`src/rtl/mem_bus_arbiter_pkg.sv`:
```
`default_nettype none
// +----------------------------------------------------------------------------+
// | mem_bus_arbiter_pkg                                                         |
// | Shared types for the memory bus arbiter: FSM state, grant index, msize.    |
// | Revision: 1.0                                                               |
// +----------------------------------------------------------------------------+
package mem_bus_arbiter_pkg;

   localparam int ARB_NUM_REQ = 2;
   localparam int ARB_ADDR_W  = 64;
   localparam int ARB_DATA_W  = 64;
   localparam int ARB_IDX_W   = (ARB_NUM_REQ > 1) ? $clog2(ARB_NUM_REQ) : 1;

   typedef enum logic [0:0] {
      IDLE = 1'b0,
      BUSY = 1'b1
   } arb_state_t;

   typedef logic [ARB_IDX_W-1:0] grant_idx_t;

   typedef enum logic [2:0] {
      MSIZE1 = 3'd0,
      MSIZE2 = 3'd1,
      MSIZE4 = 3'd2,
      MSIZE8 = 3'd3
   } msize_t;

   typedef logic [ARB_DATA_W/8-1:0] strobe_t;

endpackage
`default_nettype wire

```
`src/rtl/mem_bus_arbiter_if.sv`:
```
`default_nettype none
// +----------------------------------------------------------------------------+
// | mem_bus_arbiter_if                                                          |
// | Requester-side and downstream-side signals of the memory bus arbiter.      |
// | Revision: 1.0                                                               |
// +----------------------------------------------------------------------------+
interface mem_bus_arbiter_if #(
   parameter int NUM_REQ = 2,
   parameter int ADDR_W  = 64,
   parameter int DATA_W  = 64
);
   localparam int STRB_W = DATA_W / 8;
   localparam int IDX_W  = (NUM_REQ > 1) ? $clog2(NUM_REQ) : 1;

   // Requester side, packed per requester (index 0 = dbus, 1 = ibus)
   logic [NUM_REQ-1:0]        req_valid;
   logic [NUM_REQ*ADDR_W-1:0] req_addr;
   logic [NUM_REQ*3-1:0]      req_size;
   logic [NUM_REQ*STRB_W-1:0] req_strobe;
   logic [NUM_REQ*DATA_W-1:0] req_data;
   logic [NUM_REQ-1:0]        resp_addr_ok;
   logic [NUM_REQ-1:0]        resp_data_ok;
   logic [DATA_W-1:0]         resp_data;

   // Downstream memory bus
   logic                      bus_valid;
   logic [ADDR_W-1:0]         bus_addr;
   logic [2:0]                bus_size;
   logic [STRB_W-1:0]         bus_strobe;
   logic [DATA_W-1:0]         bus_data;
   logic                      bus_addr_ok;
   logic                      bus_data_ok;
   logic [DATA_W-1:0]         bus_rdata;

   logic [IDX_W-1:0]          grant_id;
   logic                      busy;

   modport master (
      input  req_valid, req_addr, req_size, req_strobe, req_data,
      input  bus_addr_ok, bus_data_ok, bus_rdata,
      output resp_addr_ok, resp_data_ok, resp_data,
      output bus_valid, bus_addr, bus_size, bus_strobe, bus_data,
      output grant_id, busy
   );

   modport slave (
      output req_valid, req_addr, req_size, req_strobe, req_data,
      output bus_addr_ok, bus_data_ok, bus_rdata,
      input  resp_addr_ok, resp_data_ok, resp_data,
      input  bus_valid, bus_addr, bus_size, bus_strobe, bus_data,
      input  grant_id, busy
   );

endinterface
`default_nettype wire

```
`src/rtl/mem_bus_arbiter_arb_pick.sv`:
```
`default_nettype none
// +----------------------------------------------------------------------------+
// | mem_bus_arbiter_arb_pick                                                    |
// | Combinational picker: first valid requester at or after start, wrapping.   |
// | Revision: 1.0                                                               |
// +----------------------------------------------------------------------------+
module mem_bus_arbiter_arb_pick #(
   parameter int NUM_REQ = 2,
   parameter int IDX_W   = 1
) (
   input  wire logic [NUM_REQ-1:0] req_valid,
   input  wire logic [IDX_W-1:0]   start,
   output logic      [IDX_W-1:0]   winner,
   output logic                    any_valid
);

   int idx;

   // Walk from the farthest offset down so the offset closest to start wins.
   always_comb begin
      winner    = '0;
      any_valid = |req_valid;
      idx       = 0;
      for (int k = NUM_REQ - 1; k >= 0; k--) begin
         idx = int'(start) + k;
         if (idx >= NUM_REQ) begin
            idx = idx - NUM_REQ;
         end
         if (req_valid[idx]) begin
            winner = IDX_W'(idx);
         end
      end
   end

endmodule
`default_nettype wire

```
`src/rtl/mem_bus_arbiter.sv`:
```
`default_nettype none
// +----------------------------------------------------------------------------+
// | mem_bus_arbiter                                                             |
// | Shares one memory bus among NUM_REQ requesters, one transaction at a time. |
// | Fixed priority by default; MEM_BUS_ARB_RR_EN selects round-robin.          |
// | Revision: 1.0                                                               |
// +----------------------------------------------------------------------------+
module mem_bus_arbiter
   import mem_bus_arbiter_pkg::*;
#(
   parameter int NUM_REQ = 2,
   parameter int ADDR_W  = 64,
   parameter int DATA_W  = 64
) (
   input  wire logic          clk,
   input  wire logic          reset,
   mem_bus_arbiter_if.master  mif
);

   localparam int STRB_W = DATA_W / 8;
   localparam int IDX_W  = (NUM_REQ > 1) ? $clog2(NUM_REQ) : 1;

   arb_state_t          state_q, state_d;
   logic [IDX_W-1:0]    grant_q, grant_d;
   logic [IDX_W-1:0]    pick_start;
   logic [IDX_W-1:0]    pick_winner;
   logic                pick_any;
   logic                in_busy;

   logic [ADDR_W-1:0]   addr_arr   [NUM_REQ];
   logic [2:0]          size_arr   [NUM_REQ];
   logic [STRB_W-1:0]   strobe_arr [NUM_REQ];
   logic [DATA_W-1:0]   data_arr   [NUM_REQ];

   logic [NUM_REQ-1:0]  resp_addr_ok;
   logic [NUM_REQ-1:0]  resp_data_ok;
   logic [ADDR_W-1:0]   bus_addr;
   logic [2:0]          bus_size;
   logic [STRB_W-1:0]   bus_strobe;
   logic [DATA_W-1:0]   bus_data;

   for (genvar i = 0; i < NUM_REQ; i++) begin : g_unpack
      assign addr_arr[i]   = mif.req_addr[i*ADDR_W +: ADDR_W];
      assign size_arr[i]   = mif.req_size[i*3 +: 3];
      assign strobe_arr[i] = mif.req_strobe[i*STRB_W +: STRB_W];
      assign data_arr[i]   = mif.req_data[i*DATA_W +: DATA_W];
   end

   mem_bus_arbiter_arb_pick #(
      .NUM_REQ (NUM_REQ),
      .IDX_W   (IDX_W)
   ) u_arb_pick (
      .req_valid (mif.req_valid),
      .start     (pick_start),
      .winner    (pick_winner),
      .any_valid (pick_any)
   );

`ifdef MEM_BUS_ARB_RR_EN
   // rr_ptr_q holds last_grant+1 (mod NUM_REQ): where the next search begins.
   logic [IDX_W-1:0] rr_ptr_q, rr_ptr_d;

   always_comb begin
      rr_ptr_d = rr_ptr_q;
      if (state_q == IDLE && pick_any) begin
         if (int'(pick_winner) == NUM_REQ - 1) begin
            rr_ptr_d = '0;
         end else begin
            rr_ptr_d = pick_winner + 1'b1;
         end
      end
   end

   always_ff @(posedge clk) begin
      if (reset) begin
         rr_ptr_q <= '0;
      end else begin
         rr_ptr_q <= rr_ptr_d;
      end
   end

   assign pick_start = rr_ptr_q;
`else
   assign pick_start = '0;
`endif

   always_ff @(posedge clk) begin
      if (reset) begin
         state_q <= IDLE;
         grant_q <= '0;
      end else begin
         state_q <= state_d;
         grant_q <= grant_d;
      end
   end

   // Grant is only loaded in IDLE, so it stays frozen for the whole of BUSY.
   always_comb begin
      state_d = state_q;
      grant_d = grant_q;
      case (state_q)
         IDLE: begin
            if (pick_any) begin
               state_d = BUSY;
               grant_d = pick_winner;
            end
         end
         BUSY: begin
            if (mif.bus_data_ok) begin
               state_d = IDLE;
            end
         end
         default: begin
            state_d = IDLE;
         end
      endcase
   end

   assign in_busy = (state_q == BUSY);

   always_comb begin
      resp_addr_ok = '0;
      resp_data_ok = '0;
      bus_addr     = '0;
      bus_size     = '0;
      bus_strobe   = '0;
      bus_data     = '0;
      if (in_busy) begin
         bus_addr              = addr_arr[grant_q];
         bus_size              = size_arr[grant_q];
         bus_strobe            = strobe_arr[grant_q];
         bus_data              = data_arr[grant_q];
         resp_addr_ok[grant_q] = mif.bus_addr_ok;
         resp_data_ok[grant_q] = mif.bus_data_ok;
      end
   end

   assign mif.bus_valid    = in_busy;
   assign mif.busy         = in_busy;
   assign mif.grant_id     = grant_q;
   assign mif.bus_addr     = bus_addr;
   assign mif.bus_size     = bus_size;
   assign mif.bus_strobe   = bus_strobe;
   assign mif.bus_data     = bus_data;
   assign mif.resp_addr_ok = resp_addr_ok;
   assign mif.resp_data_ok = resp_data_ok;
   assign mif.resp_data    = mif.bus_rdata;

endmodule
`default_nettype wire

```
`src/flat_wrapper.sv`:
```
// flat-port wrapper written by rule: the top's interface ports become plain ports
module mem_bus_arbiter_flat import mem_bus_arbiter_pkg::*;
#(
   parameter int NUM_REQ = 2,
   parameter int ADDR_W  = 64,
   parameter int DATA_W  = 64
)
  (clk, reset, mif_req_valid, mif_req_addr, mif_req_size, mif_req_strobe, mif_req_data, mif_bus_addr_ok, mif_bus_data_ok, mif_bus_rdata, mif_resp_addr_ok, mif_resp_data_ok, mif_resp_data, mif_bus_valid, mif_bus_addr, mif_bus_size, mif_bus_strobe, mif_bus_data, mif_grant_id, mif_busy);
  mem_bus_arbiter_if #(.NUM_REQ(NUM_REQ), .ADDR_W(ADDR_W), .DATA_W(DATA_W)) mif_i ();
  input  wire logic clk;
  input  wire logic reset;
  input wire logic [$bits(mif_i.req_valid)-1:0] mif_req_valid;
  input wire logic [$bits(mif_i.req_addr)-1:0] mif_req_addr;
  input wire logic [$bits(mif_i.req_size)-1:0] mif_req_size;
  input wire logic [$bits(mif_i.req_strobe)-1:0] mif_req_strobe;
  input wire logic [$bits(mif_i.req_data)-1:0] mif_req_data;
  input wire logic [$bits(mif_i.bus_addr_ok)-1:0] mif_bus_addr_ok;
  input wire logic [$bits(mif_i.bus_data_ok)-1:0] mif_bus_data_ok;
  input wire logic [$bits(mif_i.bus_rdata)-1:0] mif_bus_rdata;
  output wire logic [$bits(mif_i.resp_addr_ok)-1:0] mif_resp_addr_ok;
  output wire logic [$bits(mif_i.resp_data_ok)-1:0] mif_resp_data_ok;
  output wire logic [$bits(mif_i.resp_data)-1:0] mif_resp_data;
  output wire logic [$bits(mif_i.bus_valid)-1:0] mif_bus_valid;
  output wire logic [$bits(mif_i.bus_addr)-1:0] mif_bus_addr;
  output wire logic [$bits(mif_i.bus_size)-1:0] mif_bus_size;
  output wire logic [$bits(mif_i.bus_strobe)-1:0] mif_bus_strobe;
  output wire logic [$bits(mif_i.bus_data)-1:0] mif_bus_data;
  output wire logic [$bits(mif_i.grant_id)-1:0] mif_grant_id;
  output wire logic [$bits(mif_i.busy)-1:0] mif_busy;
  assign mif_i.req_valid = mif_req_valid;
  assign mif_i.req_addr = mif_req_addr;
  assign mif_i.req_size = mif_req_size;
  assign mif_i.req_strobe = mif_req_strobe;
  assign mif_i.req_data = mif_req_data;
  assign mif_i.bus_addr_ok = mif_bus_addr_ok;
  assign mif_i.bus_data_ok = mif_bus_data_ok;
  assign mif_i.bus_rdata = mif_bus_rdata;
  assign mif_resp_addr_ok = mif_i.resp_addr_ok;
  assign mif_resp_data_ok = mif_i.resp_data_ok;
  assign mif_resp_data = mif_i.resp_data;
  assign mif_bus_valid = mif_i.bus_valid;
  assign mif_bus_addr = mif_i.bus_addr;
  assign mif_bus_size = mif_i.bus_size;
  assign mif_bus_strobe = mif_i.bus_strobe;
  assign mif_bus_data = mif_i.bus_data;
  assign mif_grant_id = mif_i.grant_id;
  assign mif_busy = mif_i.busy;
  mem_bus_arbiter #(.NUM_REQ(NUM_REQ), .ADDR_W(ADDR_W), .DATA_W(DATA_W)) u_core (.clk(clk), .reset(reset), .mif(mif_i));
endmodule
```
`config.mk`:
```
export PLATFORM = sky130hd
export DESIGN_NAME = mem_bus_arbiter_flat
export DESIGN_NICKNAME = d
export VERILOG_FILES = /design/src/rtl/mem_bus_arbiter_pkg.sv /design/src/rtl/mem_bus_arbiter_if.sv /design/src/rtl/mem_bus_arbiter_arb_pick.sv /design/src/rtl/mem_bus_arbiter.sv /design/src/flat_wrapper.sv
export SDC_FILE = /design/constraint.sdc
export NUM_CORES = 1
export LEC_CHECK = 0
export ABC_CLOCK_PERIOD_IN_PS = 2650
export CORE_AREA = 5 5 213 215
export CTS_BUF_LIST = sky130_fd_sc_hd__clkbuf_4 sky130_fd_sc_hd__clkbuf_8 sky130_fd_sc_hd__clkbuf_16
export DETAILED_ROUTE_END_ITERATION = 16
export DIE_AREA = 0 0 218 220
export SKIP_LAST_GASP = 1
export SYNTH_ARGS = -nofsm -noshare
export SYNTH_HDL_FRONTEND = slang
export SYNTH_SLANG_ARGS = --single-unit
export TNS_END_PERCENT = 1
```
`constraint.sdc`:
```
create_clock -name clk -period 2.65 [get_ports clk]
set_clock_uncertainty 0.05 [all_clocks]
set_input_delay 0.53 -clock clk [delete_from_list [all_inputs] [get_ports clk]]
set_output_delay 0.53 -clock clk [all_outputs]
set_load 0.05 [all_outputs]
```
# Word-level counts from Yosys, hierarchy flattened
# Index checks and enable logic that the tools add are counted.
[op_classes] reduce_logical=3 order_cmp=3 mux=25 bitwise_logic=4
[ops] cell="$mux 64" count=8
[ops] cell="$mux 8" count=4
[ops] cell="$mux 3" count=4
[ops] cell="$mux 1" count=5
[ops] cell="$and 2x2->2" count=2
[ops] cell="$mux 2" count=2
[ops] cell="$ge 2x2->1 const B" count=1
[ops] cell="$lt 1x2->1 const B" count=1
[ops] cell="$not 1->2" count=1
[ops] cell="$pmux 1 s2" count=1
[ops] cell="$reduce_and 2->1" count=1
[ops] cell="$reduce_or 2->1" count=1
[ops] cell="$demux 1 s1" count=1
[ops] cell="$ge 1x1->1 const B" count=1
[ops] cell="$logic_and 1x1->1" count=1
[ops] cell="$not 1->1" count=1
[word_totals] elab_cells=37 ff_bits=2 inputBits=348 out_inout_bits=210

# Depth between registers and ports, before layout
# Gate-level depths: netlist of the first run.
[logic_depth] depth_word=6 mapped_depth=5 depth_no_buf=2

# Modules after synthesis
# A second synthesis of the first run with hierarchy kept.
[hier_totals] hier_cells=391 hier_area_um2=3090.5
[by_module_without_submodules] mod="mem_bus_arbiter" n_inst=1 area_each_um2=3072.9 cells_per_inst=388 seq_area_each_um2=40.0
[by_module_without_submodules] mod="mem_bus_arbiter_arb_pick" n_inst=1 area_each_um2=17.5 cells_per_inst=3 seq_area_each_um2=0.0

# Worst setup path after synthesis of the first run
# OpenSTA, ideal clock, no wires.
[synth_path] kind="flip-flop to output port" startpoint="register u_core.grant_q (netlist: u_core.mif.grant_id)" endpoint="output mif_bus_data[54]" stages_incl_launch_ff=6 slack_ns=0.166 n_path_buf=3 arrival_ns=1.904 required_ns=2.070 path_cell_list="dfxtp_1 -> buf_4 -> buf_6 -> buf_6 -> mux2i_1 -> nor2_1"
[synth_between] elab_chain_len=5
[synth_lines] item="start: declaration" line="mem_bus_arbiter.sv:24" rtl="logic [IDX_W-1:0] grant_q, grant_d;"
[synth_lines] item="start signal: assignment" line="mem_bus_arbiter.sv:93" rtl="grant_q <= grant_d;"
[synth_lines] item="$not 1->2 (not written as such)" line="mem_bus_arbiter.sv:132" rtl="bus_data = data_arr[grant_q];"
[synth_lines] item="$mux 64 (not written as such) (3 in series)" line="mem_bus_arbiter.sv:132"
[synth_lines] item="$mux 64" line="mem_bus_arbiter.sv:128" rtl="if (in_busy) begin"
[synth_lines] item="end: declaration" line="flat_wrapper.sv:27" rtl="output wire logic [$bits(mif_i.bus_data)-1:0] mif_bus_data;"
# No other way between the ends. The select of a mux whose other input is x is not followed.

# Final worst setup path of the first run
[layout_path] startpoint="register u_core.state_q (netlist: u_core.mif.bus_valid)" endpoint="output mif_bus_data[32]"
[layout_between] elab_chain_len=1
[layout_lines] item="start: declaration" line="mem_bus_arbiter.sv:23" rtl="arb_state_t state_q, state_d;"
[layout_lines] item="start signal: assignment" line="mem_bus_arbiter.sv:92" rtl="state_q <= state_d;"
[layout_lines] item="$mux 64" line="mem_bus_arbiter.sv:128"
# No other way between the ends.

==> out/results.txt, run 1 <==
Routed WL: 21930 um
Max_cap viols: 0
Largest delay share family, worst path: buffers and inverters
Initial Utilization: 6.295%
Actual slew at the worst max-slew pin: 0.5154 ns
Clock-pin slew on the worst setup and hold paths: 0.03 ns
Syn_nets: 734
Clock net sink count: 2
Crit. path cell count: 4
Sequential area share after synthesis: 1.461%
CTS root buffer: clkbuf_16
Routed wire length per instance: 16.52 um
Global route overflow: 0
Post-layout util: 19.96%
Area growth syn-to-layout: 217.1%
Post-synth EDFFs: 0
Hpwl dp: 20220 um
Antenna viol nets, final: 0
Core ar.: 43550 sq um
Initial antenna violation count: 0
Crit start category: flop
WP data required: 2.07 ns
DIE WIDTH: 218 um
Number of nets in the layout: 1084
Gpl congestion: 0.8088
Min-delay worst type: reg -> reg
Final critical-path share of the clock period: 88.67%
Critical-path top delay cell: dfxtp_1
Netlist Area Pre-Place: 2741 sq um
Fmax: 425.6 MHz
Die ar.: 47960 sq um
DR pass1 iterations: 4
Static Leak: 3.162 nW
# IOs: 558
Placed cell areas: 8611 sq um
Layout cells sized above 1: 22.04%
Area leader, netlist: mux2i_1
Chip Height: 220 um
Synthesized flop and latch total: 2
Global Route Usage Sum: 8.174%
# DRC: 0
CP peak stage delay: 0.55 ns
Num CTS Buffers: 3
Buf+Inv Stages, Crit Path: 3
Largest fanout on the critical path: 49
Status: finished, final reports clean
Ys async rst share: 0%
Length in cells of the worst reg-to-reg path: 3
Storage cell area: 43.79 sq um
Cell Pwr Density: 277.5 nW/um^2
Slew HR: 65.53%
First-pass GRT wire length: 29360 um
Crit path top cell by count: buf_12
Crit path kind: reg -> out
1st-iter DRT viols: 113
Pin count of the biggest net entering global routing: 59
Worst IR drop on VDD: 0.0001749 V
CTS Buffer Depth: 2
Yosys warnings: 0
H-tree lvl count: 1
Clk Latency, worst-skew pair: 0.22 ns
Post-Place Cells: 1323
N_diodes: 0
DR vias: 4072
RSZ-0062 raised after global routing: false
Min Tclk post-route: 2.350 ns
Unique cell type count in the Yosys netlist: 15
Hold depth: 1
Core Rows: 77
Via density per instance: 3.069
Mean Syn Cell Area: 7.102 sq um
CTS tree: yes
CTS resizes: 0
Final Hold Vio Count: 0
Setup TNS: 0 ns
Worst EP arrival: 1.77 ns
CTS Hold Bufs: 0
Setup Buffers After CTS: 0
Worst-path cell chain: inv_4, buf_12, nor2_1, buf_12
Synthesized instance count: 386
Post-synth top area share: 50.75%
Design area: 8693 sq um
Fillers: 4805
Port Buf Inserts: 429
Crit. End Element: primary output
Multi-input gate area: 1966 sq um
Non-Filler Instances: 1327
Top cell types by occurrence after synthesis: mux2i_1, nor2_1, buf_4
Setup-failing EPs final: 0
Pins over their slew limit: 0
Vias in the first global route: 4336
Synth Flop Type: dfxtp_1
Top cells by area, synth: mux2i_1, buf_4, nor2_1, buf_8, dfxtp_1
-- state kept, by name, indices dropped and copies added, names as in the netlist --
register and cells:
u_core.mif.bus_valid 1, u_core.mif.grant_id 1
-- layer usage --
| layer | track usage, % | share of wire (%) | vias up |
|---|---|---|---|
| met5 | 0 | 0 | - |
| met4 | 2.072 | 2.3 | 0 |
| met3 | 3.805 | 13 | 24 |
| met2 | 17.31 | 57 | 371 |
| met1 | 6.586 | 27 | 1760 |
| li1 | - | - | 1917 |
-- cell families (layout without fill, tap and decap cells) --
group | count (synthesis) | after routing | share of synthesized area, %
flops | 2 | 2 | 1.461
simple gates | 145 | 145 | 20.36
mux | 139 | 139 | 50.75
compound gates | 2 | 2 | 0.5935
buf+inv | 98 | 447 | 26.84
-- layout make-up --
class	instances	share of cell area [%]
Tap cell	592	8.520
Clock buffer	4	0.9499
Multi-Input combinational cell	286	22.61
Timing Repair Buffer	441	67.30
Sequential cell	2	0.5037
Inverter	2	0.1151
-- cells in the final DEF, fill, tap and decap left out --
cell and count:
nor3_1 1, buf_12 146, and3_1 4, clkdlybuf4s50_1 285, mux2i_1 139, a221oi_1 1, inv_4 1, dfxtp_4 1
nand2b_1 1, inv_1 1, clkbuf_4 1, buf_4 10, nor2_1 139, dfxtp_1 1, clkbuf_16 3, a211oi_1 1
-- worst paths after layout --
path / startpoint / to / slack [ns]
max reg2reg: u_core.mif.grant_id / u_core.mif.grant_id / 1.33
min reg2reg: u_core.mif.bus_valid / u_core.mif.bus_valid / 0.70
max: u_core.mif.bus_valid / mif_bus_data[32] / 0.30
min: u_core.mif.bus_valid / u_core.mif.bus_valid / 0.70
-- power breakdown --
| group | switching (mW) | internal (mW) | total [mW] |
|---|---|---|---|
| Combinational | 1.02 | 1.10 | 2.13 |
| Clock | 0.0390 | 0.208 | 0.248 |
| Sequential | 0.00582 | 0.0326 | 0.0384 |
-- per-stage QoR --
step,worst slack [ns],power (mW),hold slack (ns)
after floorplan,0.1664,1.229,0.5585
after global placement,0.4497,2.172,0.6821
after detailed placement,0.4712,2.183,0.7392
after CTS,0.2471,2.439,0.7461
after global routing,0.1498,2.509,0.7775
final,0.3003,2.413,0.7034
Power figures use the tool's default switching activity.
==> run 2, diff against run 1 <==
--- a/config.mk
+++ b/config.mk
@@ -5,11 +5,12 @@
 export SDC_FILE = /design/constraint.sdc
 export NUM_CORES = 1
 export LEC_CHECK = 0
+export ABC_AREA = 1
 export ABC_CLOCK_PERIOD_IN_PS = 2650
-export CORE_AREA = 5 5 213 215
+export CORE_AREA = 5 5 214 216
 export CTS_BUF_LIST = sky130_fd_sc_hd__clkbuf_4 sky130_fd_sc_hd__clkbuf_8 sky130_fd_sc_hd__clkbuf_16
 export DETAILED_ROUTE_END_ITERATION = 16
-export DIE_AREA = 0 0 218 220
+export DIE_AREA = 0 0 219 221
 export SKIP_LAST_GASP = 1
 export SYNTH_ARGS = -nofsm -noshare
 export SYNTH_HDL_FRONTEND = slang
==> out/results.txt, run 2 <==
Status: finished, final reports clean
Port Buf Inserts: 429
Ys async rst share: 0%
Routed WL: 21520 um
Hpwl dp: 18710 um
CTS tree: yes
Post-layout util: 18.52%
Global route overflow: 0
Post-synth top area share: 39.99%
Top cells by area, synth: nand2_1, a21oi_1, buf_4, buf_2, buf_6
Largest delay share family, worst path: flip-flops
Initial Utilization: 6.030%
Crit. End Element: primary output
Worst EP arrival: 1.95 ns
CTS Hold Bufs: 0
Met2 usage: 14.18%
Clock-pin slew on the worst setup and hold paths: 0.03 ns
Worst-path cell chain: buf_12, nand2_1, a21oi_1, buf_12
Post-Place Cells: 1473
GRT busiest layer: met2
CTS Buffer Depth: 2
Fmax: 394.9 MHz
Area growth syn-to-layout: 207.1%
Chip Height: 221 um
CP peak stage delay: 0.57 ns
H-tree lvl count: 1
Netlist Area Pre-Place: 2638 sq um
Synth Flop Type: dfxtp_1
Post-synth EDFFs: 0
# IOs: 558
Non-Filler Instances: 1477
Gpl congestion: 0.7847
Most frequent cells in the layout: clkdlybuf4s50_1, nand2_1, a21oi_1
CTS root buffer: clkbuf_16
Syn_nets: 894
DIE WIDTH: 219 um
Clk Latency, worst-skew pair: 0.22 ns
Pin count of the biggest net entering global routing: 104
Via density per instance: 3.261
Actual slew at the worst max-slew pin: 0.5918 ns
Vias in the first global route: 4987
Mean Syn Cell Area: 4.831 sq um
Routed wire length per instance: 14.57 um
Top cell types by occurrence after synthesis: nand2_1, a21oi_1, buf_4
Met3 usage: 5.522%
Global Route Usage Sum: 8.086%
Synthesized instance count: 546
Final Hold Vio Count: 0
Number of nets in the layout: 1234
Setup TNS: 0 ns
Min Tclk post-route: 2.533 ns
Most common library cell in the layout ignoring fill and taps: clkdlybuf4s50_1
DR pass1 iterations: 4
Initial antenna violation count: 3
Core ar.: 43740 sq um
Setup-failing EPs final: 0
Slew HR: 60.55%
Antenna viol nets, final: 0
Synthesized flop and latch total: 2
Sequential area share after synthesis: 1.518%
Crit start category: flop
RSZ-0062 raised after global routing: false
Core Rows: 77
First-pass GRT wire length: 30280 um
Crit path kind: reg -> out
Area leader, netlist: nand2_1
Layout cells sized above 1: 19.21%
Unique cell type count in the Yosys netlist: 13
Yosys warnings: 0
GR Util met1: 7.820%
CTS resizes: 0
Num CTS Buffers: 3
Setup Buffers After CTS: 0
WP data required: 2.07 ns
Largest fanout on the critical path: 73
Most frequent cell after synthesis: nand2_1
Pins over their slew limit: 0
Final critical-path share of the clock period: 95.57%
Die ar.: 48400 sq um
1st-iter DRT viols: 121
Max_cap viols: 0
Critical-path top delay cell: dfxtp_4
Cell Pwr Density: 281.1 nW/um^2
N_diodes: 0
Worst IR drop on VDD: 0.0001259 V
DR vias: 4817
# DRC: 0
Buf+Inv Stages, Crit Path: 2
Min-delay worst type: reg -> reg
Static Leak: 3.227 nW
Crit path top cell by count: buf_12
Clock net sink count: 2
==> run 2: cell types whose count changed after synthesis, sizes merged, moves of 4 or more <==
| cell | previous run | this run |
|---|---|---|
| a21oi | 0 | 141 |
| and3 | 4 | 0 |
| buf | 86 | 106 |
| clkbuf | 10 | 5 |
| mux2i | 139 | 0 |
| nand2 | 0 | 281 |
| nor2 | 139 | 5 |
==> run 2: worst paths after layout <==
path / depth (start not counted) / slack [ns] / startpoint / to
worst max-delay path: 4 / 0.12 / u_core.mif.grant_id / mif_bus_addr[15]
worst min-delay path: 3 / 0.75 / u_core.mif.bus_valid / u_core.mif.bus_valid
worst max register to register: 5 / 1.18 / u_core.mif.bus_valid / u_core.mif.bus_valid
worst min register to register: 3 / 0.75 / u_core.mif.bus_valid / u_core.mif.bus_valid
==> run 2: through the flow <==
step | total power, mW | hold WS (ns) | area (sq um) | worst slack, ns
finish | 2.277 | 0.7522 | 8099 | 0.1175
global route | 2.395 | 0.8448 | 8099 | 0.003005
CTS | 2.310 | 0.8446 | 8099 | 0.08357
detailed placement | 2.053 | 0.8382 | 8016 | 0.3477
global placement | 2.045 | 0.8491 | 8016 | 0.3061
floorplan | 1.193 | 0.5491 | 2638 | 0.09823
==> run 2: cells by family after synthesis <==
| logic type | count (synthesis) | share of synthesized area, % |
|---|---|---|
| AO/OA/AOI/OAI | 143 | 27.23 |
| AND/OR/NAND/NOR | 286 | 40.70 |
| buffers and inverters | 115 | 30.55 |
| flip-flops | 2 | 1.518 |
==> run 2: report_power, final <==
group          leakage, nW  internal [mW]  switching (mW)
Combinational         3.17          0.951            1.04
Sequential          0.0173         0.0327          0.0132
Clock               0.0416          0.208          0.0365
==> run 2: per-layer routing <==
layer	vias to the layer above	share of wire, %	routed length (um)
li1	2343	-	-
met2	400	47	10220
met4	2	2.0	440
met1	2054	32	6915
met3	18	18	3893
met5	-	0.25	54
==> run 2: final cells by class <==
cell class / count / area (sq um)
well taps: 592 / 740.7
multi-input cells: 429 / 1792
flip-flops and latches: 2 / 43.79
fillers: 4980 / 35640
inverters: 4 / 20.02
repair buffers: 446 / 5420
clock buffers: 4 / 82.58
==> run 2: worst min-delay path, delay by kind of cell, from the launching register on <==
kind	cells	cell delay, ns
buffers and inverters	1	0.19
AND/OR/NAND/NOR	1	0.12
AO/OA/AOI/OAI	1	0.09
flip-flops	1	0.33
